## src/rtl/rom_load_packer.sv

```systemverilog
// rom_load_packer: packs iosys loader bytes into SDRAM words, buffers them in a small
// FIFO and issues toggle req/ack writes; derives the core run enable and ROM size.
module rom_load_packer #(
  parameter int unsigned       ADDR_W     = 22,
  parameter int unsigned       DATA_W     = 16,
  parameter bit                BIG_ENDIAN = 1'b1,
  parameter int unsigned       FIFO_DEPTH = 4,
  parameter logic [ADDR_W-1:0] RAM_BASE   = ADDR_W'(32'h20000)
) (
  input  logic                                 clk,
  input  logic                                 resetn,
  input  logic [2:0]                           loading,
  input  logic [7:0]                           loader_do,
  input  logic                                 loader_do_valid,
  output logic [ADDR_W-$clog2(DATA_W/8)-1:0]   mem_addr,
  output logic [DATA_W-1:0]                    mem_wdata,
  output logic [DATA_W/8-1:0]                  mem_be,
  output logic                                 mem_req,
  input  logic                                 mem_ack,
  output logic                                 loader_busy,
  output logic                                 core_on,
  output logic [ADDR_W-1:0]                    rom_size,
  output logic                                 overflow
);

  localparam int unsigned BPW  = DATA_W / 8;
  localparam int unsigned BL   = $clog2(BPW);
  localparam int unsigned WA_W = ADDR_W - BL;
  localparam int unsigned PW   = $clog2(FIFO_DEPTH);
  localparam int unsigned CW   = PW + 1;
  localparam logic [WA_W-1:0] RAM_WBASE = WA_W'(RAM_BASE >> BL);

  typedef enum logic [1:0] {S_IDLE, S_LOAD, S_DRAIN} state_e;
  state_e state_q, state_d;

  logic              ld_act_c, ld_ram_c, switch_c, start_c, end_c, byte_c;
  logic              word_done_c, flush_c, push_c, push_ok_c, drop_c, pop_c;
  logic              fifo_empty_c, fifo_full_c, drain_done_c;
  logic [BL-1:0]     lane_c, plane_c;
  logic [DATA_W-1:0] pack_c, push_data_c;
  logic [BPW-1:0]    be_c, push_be_c;
  logic [WA_W-1:0]   push_addr_c;

  logic [ADDR_W-1:0] cnt_q, cnt_d, rom_size_q, rom_size_d;
  logic [DATA_W-1:0] pack_q, pack_d, mem_wdata_q, mem_wdata_d;
  logic [BPW-1:0]    pbe_q, pbe_d, mem_be_q, mem_be_d;
  logic [WA_W-1:0]   mem_addr_q, mem_addr_d;
  logic [CW-1:0]     fcnt_q, fcnt_d;
  logic [PW-1:0]     wr_ptr_q, wr_ptr_d, rd_ptr_q, rd_ptr_d;
  logic              region_q, region_d, mem_req_q, mem_req_d, busy_q, busy_d;
  logic              core_on_q, core_on_d, ovf_q, ovf_d;

  logic [WA_W-1:0]   fifo_addr_q [FIFO_DEPTH];
  logic [DATA_W-1:0] fifo_data_q [FIFO_DEPTH];
  logic [BPW-1:0]    fifo_be_q   [FIFO_DEPTH];

  // Load region decode; a 1<->2 change is treated as end of one region plus start of another
  assign ld_act_c    = (loading == 3'd1) || (loading == 3'd2);
  assign ld_ram_c    = (loading == 3'd2);
  assign switch_c    = (state_q == S_LOAD) && ld_act_c && (ld_ram_c != region_q);
  assign start_c     = ((state_q == S_IDLE) && ld_act_c) || switch_c;
  assign end_c       = (state_q == S_LOAD) && !ld_act_c;
  assign byte_c      = (state_q == S_LOAD) && ld_act_c && !switch_c && loader_do_valid;
  assign lane_c      = cnt_q[BL-1:0];
  assign plane_c     = BIG_ENDIAN ? (BL'(BPW-1) - lane_c) : lane_c;
  assign word_done_c = byte_c && (lane_c == BL'(BPW-1));
  assign flush_c     = (end_c || switch_c) && (pbe_q != '0);

  assign fifo_empty_c = (fcnt_q == '0);
  assign fifo_full_c  = (fcnt_q == CW'(FIFO_DEPTH));
  assign pop_c        = !fifo_empty_c && (mem_req_q == mem_ack);
  assign push_c       = word_done_c || flush_c;
  assign push_ok_c    = push_c && (!fifo_full_c || pop_c);
  assign drop_c       = push_c && !push_ok_c;
  assign drain_done_c = (state_q == S_DRAIN) && fifo_empty_c && (mem_req_q == mem_ack);

  // Packer word with the incoming byte merged into its lane
  always_comb begin
    pack_c = pack_q;
    be_c   = pbe_q;
    pack_c[8*int'(plane_c) +: 8] = loader_do;
    be_c[plane_c] = 1'b1;
  end

  assign push_data_c = word_done_c ? pack_c : pack_q;
  assign push_be_c   = word_done_c ? '1 : pbe_q;
  assign push_addr_c = cnt_q[ADDR_W-1:BL] + (region_q ? RAM_WBASE : '0);

  always_ff @(posedge clk or negedge resetn) begin
    if (!resetn) state_q <= S_IDLE;
    else         state_q <= state_d;
  end

  always_comb begin
    state_d = state_q;
    unique case (state_q)
      S_IDLE:  if (ld_act_c) state_d = S_LOAD;
      S_LOAD:  if (!ld_act_c) state_d = S_DRAIN;
      S_DRAIN: if (drain_done_c) state_d = S_IDLE;
      default: state_d = S_IDLE;
    endcase
  end

  always_comb begin
    cnt_d       = cnt_q;
    pack_d      = pack_q;
    pbe_d       = pbe_q;
    region_d    = region_q;
    fcnt_d      = fcnt_q + CW'(push_ok_c) - CW'(pop_c);
    wr_ptr_d    = push_ok_c ? wr_ptr_q + PW'(1) : wr_ptr_q;
    rd_ptr_d    = pop_c ? rd_ptr_q + PW'(1) : rd_ptr_q;
    mem_addr_d  = mem_addr_q;
    mem_wdata_d = mem_wdata_q;
    mem_be_d    = mem_be_q;
    mem_req_d   = mem_req_q;
    busy_d      = (fcnt_d >= CW'(FIFO_DEPTH - 1));
    core_on_d   = core_on_q;
    rom_size_d  = rom_size_q;
    ovf_d       = ovf_q;

    if (start_c) begin
      cnt_d     = '0;
      pack_d    = '0;
      pbe_d     = '0;
      region_d  = ld_ram_c;
      core_on_d = 1'b0;
      if (!ld_ram_c) ovf_d = 1'b0;
    end else if (end_c || word_done_c) begin
      pack_d = '0;
      pbe_d  = '0;
    end else if (byte_c) begin
      pack_d = pack_c;
      pbe_d  = be_c;
    end

    if (byte_c) begin
      cnt_d = cnt_q + ADDR_W'(1);
      if (cnt_q == {ADDR_W{1'b1}}) ovf_d = 1'b1;
    end
    if (drop_c) ovf_d = 1'b1;

    if (pop_c) begin
      mem_addr_d  = fifo_addr_q[rd_ptr_q];
      mem_wdata_d = fifo_data_q[rd_ptr_q];
      mem_be_d    = fifo_be_q[rd_ptr_q];
      mem_req_d   = ~mem_req_q;
    end

    // Core is released only after the last write of the load has been acknowledged
    if (drain_done_c) begin
      core_on_d = 1'b1;
      if (!region_q) rom_size_d = cnt_q;
    end
  end

  // Word storage carries no reset; validity is tracked by the occupancy counter
  always_ff @(posedge clk) begin
    if (push_ok_c) begin
      fifo_addr_q[wr_ptr_q] <= push_addr_c;
      fifo_data_q[wr_ptr_q] <= push_data_c;
      fifo_be_q[wr_ptr_q]   <= push_be_c;
    end
  end

  always_ff @(posedge clk or negedge resetn) begin
    if (!resetn) begin
      cnt_q       <= '0;
      pack_q      <= '0;
      pbe_q       <= '0;
      region_q    <= 1'b0;
      fcnt_q      <= '0;
      wr_ptr_q    <= '0;
      rd_ptr_q    <= '0;
      mem_addr_q  <= '0;
      mem_wdata_q <= '0;
      mem_be_q    <= '0;
      mem_req_q   <= 1'b0;
      busy_q      <= 1'b0;
      core_on_q   <= 1'b0;
      rom_size_q  <= '0;
      ovf_q       <= 1'b0;
    end else begin
      cnt_q       <= cnt_d;
      pack_q      <= pack_d;
      pbe_q       <= pbe_d;
      region_q    <= region_d;
      fcnt_q      <= fcnt_d;
      wr_ptr_q    <= wr_ptr_d;
      rd_ptr_q    <= rd_ptr_d;
      mem_addr_q  <= mem_addr_d;
      mem_wdata_q <= mem_wdata_d;
      mem_be_q    <= mem_be_d;
      mem_req_q   <= mem_req_d;
      busy_q      <= busy_d;
      core_on_q   <= core_on_d;
      rom_size_q  <= rom_size_d;
      ovf_q       <= ovf_d;
    end
  end

  assign mem_addr    = mem_addr_q;
  assign mem_wdata   = mem_wdata_q;
  assign mem_be      = mem_be_q;
  assign mem_req     = mem_req_q;
  assign loader_busy = busy_q;
  assign core_on     = core_on_q;
  assign rom_size    = rom_size_q;
  assign overflow    = ovf_q;

endmodule

```

## config.mk

```make
export PLATFORM = sky130hd
export DESIGN_NAME = rom_load_packer
export DESIGN_NICKNAME = d
export VERILOG_FILES = /design/src/rtl/rom_load_packer.sv
export SDC_FILE = /design/constraint.sdc
export NUM_CORES = 1
export LEC_CHECK = 0
export BUFFER_PORTS_ARGS = -buffer_cell sky130_fd_sc_hd__buf_2
export CORE_MARGIN = 1
export CORE_UTILIZATION = 35
export DETAILED_ROUTE_END_ITERATION = 10
export PLACE_DENSITY = 0.54
export SLEW_MARGIN = 20
export SYNTH_ARGS = -nofsm -noshare
export SYNTH_HDL_FRONTEND = slang
export SYNTH_SLANG_ARGS = --single-unit
```

## constraint.sdc

```tcl
create_clock -name clk -period 4.29 [get_ports clk]
set_clock_uncertainty 0.2 [all_clocks]
set_input_delay 0 -clock clk [delete_from_list [all_inputs] [get_ports clk]]
set_output_delay 0 -clock clk [all_outputs]
set_load 0.1 [all_outputs]
```

==> After elaboration in Yosys (flattened, before gate mapping) <==
Memory sizes are Yosys's and may differ from the RTL's. A register that Yosys moved wholly into a read port is not among the register bits.
Cells that the tools add are included.
{ "op_classes": {"n_shift": 2, "magnitude_cmp": 3, "n_eq_ne": 11, "reduce_logical": 36, "bitwise": 3, "muxes": 27, "add_sub_neg": 8} }
{ "op_table": {"columns": ["cell", "n"], "rows": [
  ["$mux W16", 4],
  ["$mux W22", 2],
  ["$neg A4 Y33", 1],
  ["$shift A8 B33 Y16 const A", 1],
  ["$shiftx A8 B33 Y16", 1],
  ["$add A22 B1 Y22 const B", 1],
  ["$eq A22 B22 Y1 const B", 1],
  ["$add A21 B17 Y21", 1],
  ["$mux W17", 1],
  ["$bwmux W16", 1],
  ["$logic_and A1 B1 Y1", 14],
  ["$mux W2", 7],
  ["$mux W1", 10],
  ["$logic_not A1 Y1", 8],
  ["$logic_or A1 B1 Y1", 6],
  ["$ne A2 B2 Y1 const B", 3],
  ["$pmux W2 S3", 1],
  ["$reduce_bool A2 Y1", 3],
  ["$add A2 B1 Y2 const B", 2],
  ["$add A3 B1 Y3", 1],
  ["$eq A3 B1 Y1 const B", 1],
  ["$eq A3 B2 Y1 const B", 1],
  ["$eq A3 B3 Y1 const B", 1],
  ["$ge A3 B2 Y1 const B", 1],
  ["16 further kinds", 17]
]} }
{ "word_totals": {"word_cells": 106, "ram_bits": 156, "mem_count": 3, "in_bits": 15, "ff_bits": 76, "out_inout_bits": 65} }
{ "mem_list": {"columns": ["memory", "depth", "word_bits", "rd", "rd_ports_with_merged_regs", "write_ports", "line", "rtl"], "rows": [
  ["fifo_addr_q", 4, 21, 1, 1, 1, "53", "logic [WA_W-1:0] fifo_addr_q [FIFO_DEPTH];"],
  ["fifo_data_q", 4, 16, 1, 1, 1, "54", "logic [DATA_W-1:0] fifo_data_q [FIFO_DEPTH];"],
  ["fifo_be_q", 4, 2, 1, 1, 1, "55", "logic [BPW-1:0] fifo_be_q [FIFO_DEPTH];"]
]} }

==> Depth between registers and ports, before layout <==
{ "depth": {"word_depth": 13, "ltp_mapped": 10, "ltp_nobuf": 9} }

==> Worst setup path before layout <==
OpenSTA, ideal clock, no wires.
{ "synth_path": {"path_kind": "register -> register", "start": "register mem_req_q, in the netlist mem_req", "end": "register busy_q, in the netlist loader_busy", "setup_ns": 0.118, "path_slack_ns": 1.011, "t_required_ns": 3.972, "arrival_ns": 2.961, "period_less_slack_ns": 3.279, "stages_incl_launch_ff": 11, "cell_sequence": "dfrtp_1 xor2_1 nor2_1 clkbuf_1 ha_1 inv_1 ha_1 fa_1 xor2_1 xnor2_1 a21o_1"} }
{ "synth_between": {"elab_chain_cells": 7} }
{ "synth_lines": {"columns": ["item", "line", "rtl"], "rows": [
  ["from (decl)", "50", "logic region_q, region_d, mem_req_q, mem_req_d, busy_q, busy_d;"],
  ["from (signal assigned)", "193", "mem_req_q <= mem_req_d;"],
  ["$eq A1 B1 Y1 (*)", "71", "assign pop_c = !fifo_empty_c && (mem_req_q == mem_ack);"],
  ["$logic_and A1 B1 Y1 (*)", "71", null],
  ["net pop_c", "37", "logic word_done_c, flush_c, push_c, push_ok_c, drop_c, pop_c;"],
  ["$logic_or A1 B1 Y1", "73", "assign push_ok_c = push_c && (!fifo_full_c || pop_c);"],
  ["$logic_and A1 B1 Y1", "73", null],
  ["$add A3 B1 Y3", "109", "fcnt_d = fcnt_q + CW'(push_ok_c) - CW'(pop_c);"],
  ["$sub A3 B1 Y3 (*)", "109", null],
  ["net fcnt_d[2]", "48", "logic [CW-1:0] fcnt_q, fcnt_d;"],
  ["$ge A3 B2 Y1 (*)", "116", "busy_d = (fcnt_d >= CW'(FIFO_DEPTH - 1));"],
  ["net busy_d", "50", null],
  ["to (signal assigned)", "194", "busy_q <= busy_d;"],
  ["to (decl)", "50", null]
]} }
Mark *: on every way through the listed nets, which the timed path passes. The rest lies on a longest branch.
A chain may end at the register's enable or synchronous reset.

==> Worst setup path in the final report <==
{ "layout_path": {"start": "register fcnt_q[1]", "end": "register busy_q, in the netlist loader_busy"} }
{ "layout_between": {"elab_chain_cells": 8, "word_cells_on_any_way": 10, "classes_between": "add/sub (2); order compare (1); eq/ne (1); reduce/logical (6)"} }
{ "layout_lines": {"columns": ["item", "line", "rtl"], "rows": [
  ["from (decl)", "48", null],
  ["from (signal assigned)", "187", "fcnt_q <= fcnt_d;"],
  ["$logic_not A3 Y1", "69", "assign fifo_empty_c = (fcnt_q == '0);"],
  ["$logic_not A1 Y1", "71", null],
  ["$logic_and A1 B1 Y1", "71", null],
  ["$logic_or A1 B1 Y1", "73", null],
  ["$logic_and A1 B1 Y1", "73", null],
  ["$add A3 B1 Y3", "109", null],
  ["$sub A3 B1 Y3 (*)", "109", null],
  ["net fcnt_d[2]", "48", null],
  ["$ge A3 B2 Y1 (*)", "116", null],
  ["net busy_d", "50", null]
]} }
Marked as above.

==> impl_results.md <==
* Worst vdd rail ir drop at 0.2728 mV
* Leading cell type in the layout, fill and taps excluded: edfxtp_1
* Worst slew pin tran at 0.9971 ns
* Number of synthesized register bits at 271
* Maximum number of pins on one net before global-route repair at 50
* Worst path buffer plus inverter count at 2
* Clock period minus worst slack at 3.074 ns
* Final period util at 71.66%
* Ports placed on the boundary at 80
* Failing checks: design-rule violations
* Synth async-reset ratio at 42.44%
* Number of buffers created by CTS at 28
* Highest-delay cell along the critical path: nor3_1
* RePlAce Congestion at 0.7579
* Clk pin slew, worst setup/hold paths at 0.06 ns
* Max-cap violation count at 0
* Crit path capture type: flip-flop
* Number of buffers inserted to repair setup after CTS at 0
* Die area at 31680 sq um
* Die width at 178 um
* Standard-cell rows at 64
* Unrepaired setup endpoints after global routing: false
* Mapped Nets at 660
* Power Dens Cells at 672.3 nW/um^2
* Filler-free cell count of the finished design at 1152
* Initial antenna violation count at 0
* Starting Density at 35.54%
* Final setup violating endpoints at 0
* Max transition margin at 33.53%
* Number of vias after detailed routing at 5744
* TritonCTS sink count at 271
* Kind of start point of the critical path: flip-flop
* Fin. Hold Viols at 0
* Pre-CTS setup slack at 1.147 ns
* Share of post-route cells with drive strength above 1 at 32.94%
* Combined area of all synthesized cells at 10840 sq um
* Die height at 178 um
* Worst path arrival time at 3.29 ns
* Avg Inst Size Synth at 17.07 sq um
* FF+latch area at 7564 sq um
* Count of distinct cell types in the synthesized netlist at 59
* Total power draw at 8.555 mW
* Most common cell on crit path: ha_1
* Fillers at 2727
* Fmax at 325.3 MHz
* Ys Warns at 0
* Post-DP HPWL at 13.53 mm
* Worst-case clock buffer depth at 3
* First-pass GRT wire length at 34.69 mm
* Routed wire length at 21.48 mm
* Per-cell via count in the routed design at 4.986
* Slack of the critical path at 1.216 ns
* Number of global-route vias before repair at 6301
* Number of levels the H-tree was split into at 1
* Total of cells resized after clock tree synthesis at 0
* Signed area change from the synthesized netlist to the final layout at 17.37%
* Cell class contributing the biggest share of worst-path delay: adder cells
* Number of nets still failing antenna checks after routing at 0
* Post-layout nets at 759
* CP max FO at 42
* Antenna diode count at 0
* Result of the run: finished, violations left
* Wire per inst at 18.64 um
* Highest-count cells in the layout ignoring fill and taps: edfxtp_1 (156), dfrtp_1 (114), buf_2 (78), mux2_2 (64), nand2_1 (41)
* CTS tree: done
* Area of the multi-input gates at 3055 sq um
* Type of the worst min-delay path: input port to flip-flop
* Share of the yosys chip area belonging to registers at 69.75%
* Final count of pins violating max slew at 0
* CP Data Required Time at 4.51 ns
* First-pass iteration count of the detailed router at 10
* Total congestion overflow after global routing at 0
* Number of synthesized flops with an enable pin at 156
* Clock tree root buffer cell: clkbuf_16
* Cell count after synthesis at 635
* Top flip-flop cell by instance count after synthesis: edfxtp_1
* Standby leakage power at 4.908 nW
* Total global routing track utilization at 14.22%
* Critical path cell sequence: nor3_1 -> nor2_4 -> buf_4 -> ha_1 -> inv_1 -> ha_1 -> fa_1 -> xor2_1 -> xnor2_1 -> a21o_1
* Setup total negative slack at 0 ns
* # port buffers at 79
* DRC violations left at 1
* Placed Cells at 1082
* Number of DRC markers after the initial detailed-route iteration at 310
* Latest clock arrival within the worst-skew pair at 0.53 ns
* CP Class: flip-flop to flip-flop
* Maximum single-stage delay on the critical path at 0.53 ns
* CORE AREA at 30510 sq um
==> per-stage QoR <==
step                hold WS, ns  cell area (sq um)  util (%)
floorplan               -0.4956              10840         -
global placement        -0.1167              11650     38.18
detailed placement     -0.09578              11650     38.18
CTS                     0.04051              12720     41.69
global route            0.07862              12720     41.71
finish                  0.06366              12720     41.71
==> flip-flops by register name (all words and copies together), names as in the netlist, 2 cells and up <==
signal,count
cnt_q,22
fcnt_q,3
fifo_addr_q,84
fifo_be_q,8
fifo_data_q,64
mem_addr,21
mem_be,2
mem_wdata,16
pack_q,16
pbe_q,2
rd_ptr_q,2
rom_size,22
state_q,2
wr_ptr_q,2
==> routing by layer <==
layer,vias to the layer above,global-route usage (%),part of all wire (%)
met3,33,2.323,4.8
met5,-,0,0
met2,125,23.85,49
met1,2965,19.08,45
met4,0,3.953,1.8
li1,2621,-,-
==> what timing repair did <==
item                                    CTS  global route
endpoints found under the setup margin    0             0
endpoints found under the hold margin   125             0
hold buffers                             18             0
==> tightest hold or removal path: cells and delay by family <==
kind / cells / cell delay (ns)
buffers and inverters: 2 / 0.31
and+or+nand+nor: 2 / 0.32
AOI/OAI and AO/OA: 2 / 0.10
==> path summary, 6_finish.rpt <==
path / end / startpoint / slack [ns] / cells after the start
setup / recovery: loader_busy / fcnt_q[1] / 1.22 / 10
hold / removal: pbe_q[1] / loader_do_valid / 0.06 / 6
setup reg to reg: loader_busy / fcnt_q[1] / 1.22 / 10
hold reg to reg: mem_wdata[13] / mem_wdata[13] / 0.30 / 1
max in group asynchronous: mem_addr[12] / resetn / 3.06 / 4
min in group asynchronous: loader_busy / resetn / 0.38 / 4
==> synthesized netlist by cell type (all sizes together) (9+ instances only) <==
cell    instances  share of area [%]
and3b          10               0.82
ha              9                1.0
edfxtp        156                 43
nand2          41                1.4
mux4           39                8.1
buf            12               0.75
nand3           9               0.42
inv            14               0.48
mux2           65                6.8
clkbuf         28               0.98
o21ai          11               0.54
mux2i          14                1.3
dfrtp         115                 27
==> final cells by class <==
type / instances / area share, %
Multi-Input combinational cell: 310 / 24.01
Sequential cell: 271 / 59.44
Timing Repair Buffer: 109 / 5.388
Inverter: 14 / 0.4130
Tap cell: 396 / 3.894
Clock inverter: 7 / 0.5211
Clock buffer: 45 / 6.332
==> power breakdown <==
group / switching, mW / internal (mW)
logic: 2.18 / 0.867
clock network: 0.940 / 1.34
registers: 0.205 / 3.02
total: 3.32 / 5.23
==> cells by family (layout without fill, tap and decap cells) <==
kind of cell	count (synthesis)	count (layout)	share of synthesized area [%]
DFF	271	271	69.75
buffers and inverters	54	175	2.216
and+or+nand+nor	120	120	6.394
muxes	118	118	16.15
xor gates and xnor gates	12	12	0.9694
AOI/OAI and AO/OA	50	50	3.301
adders and majority gates	10	10	1.223
Note: power is estimated with default switching activity, not from simulation.
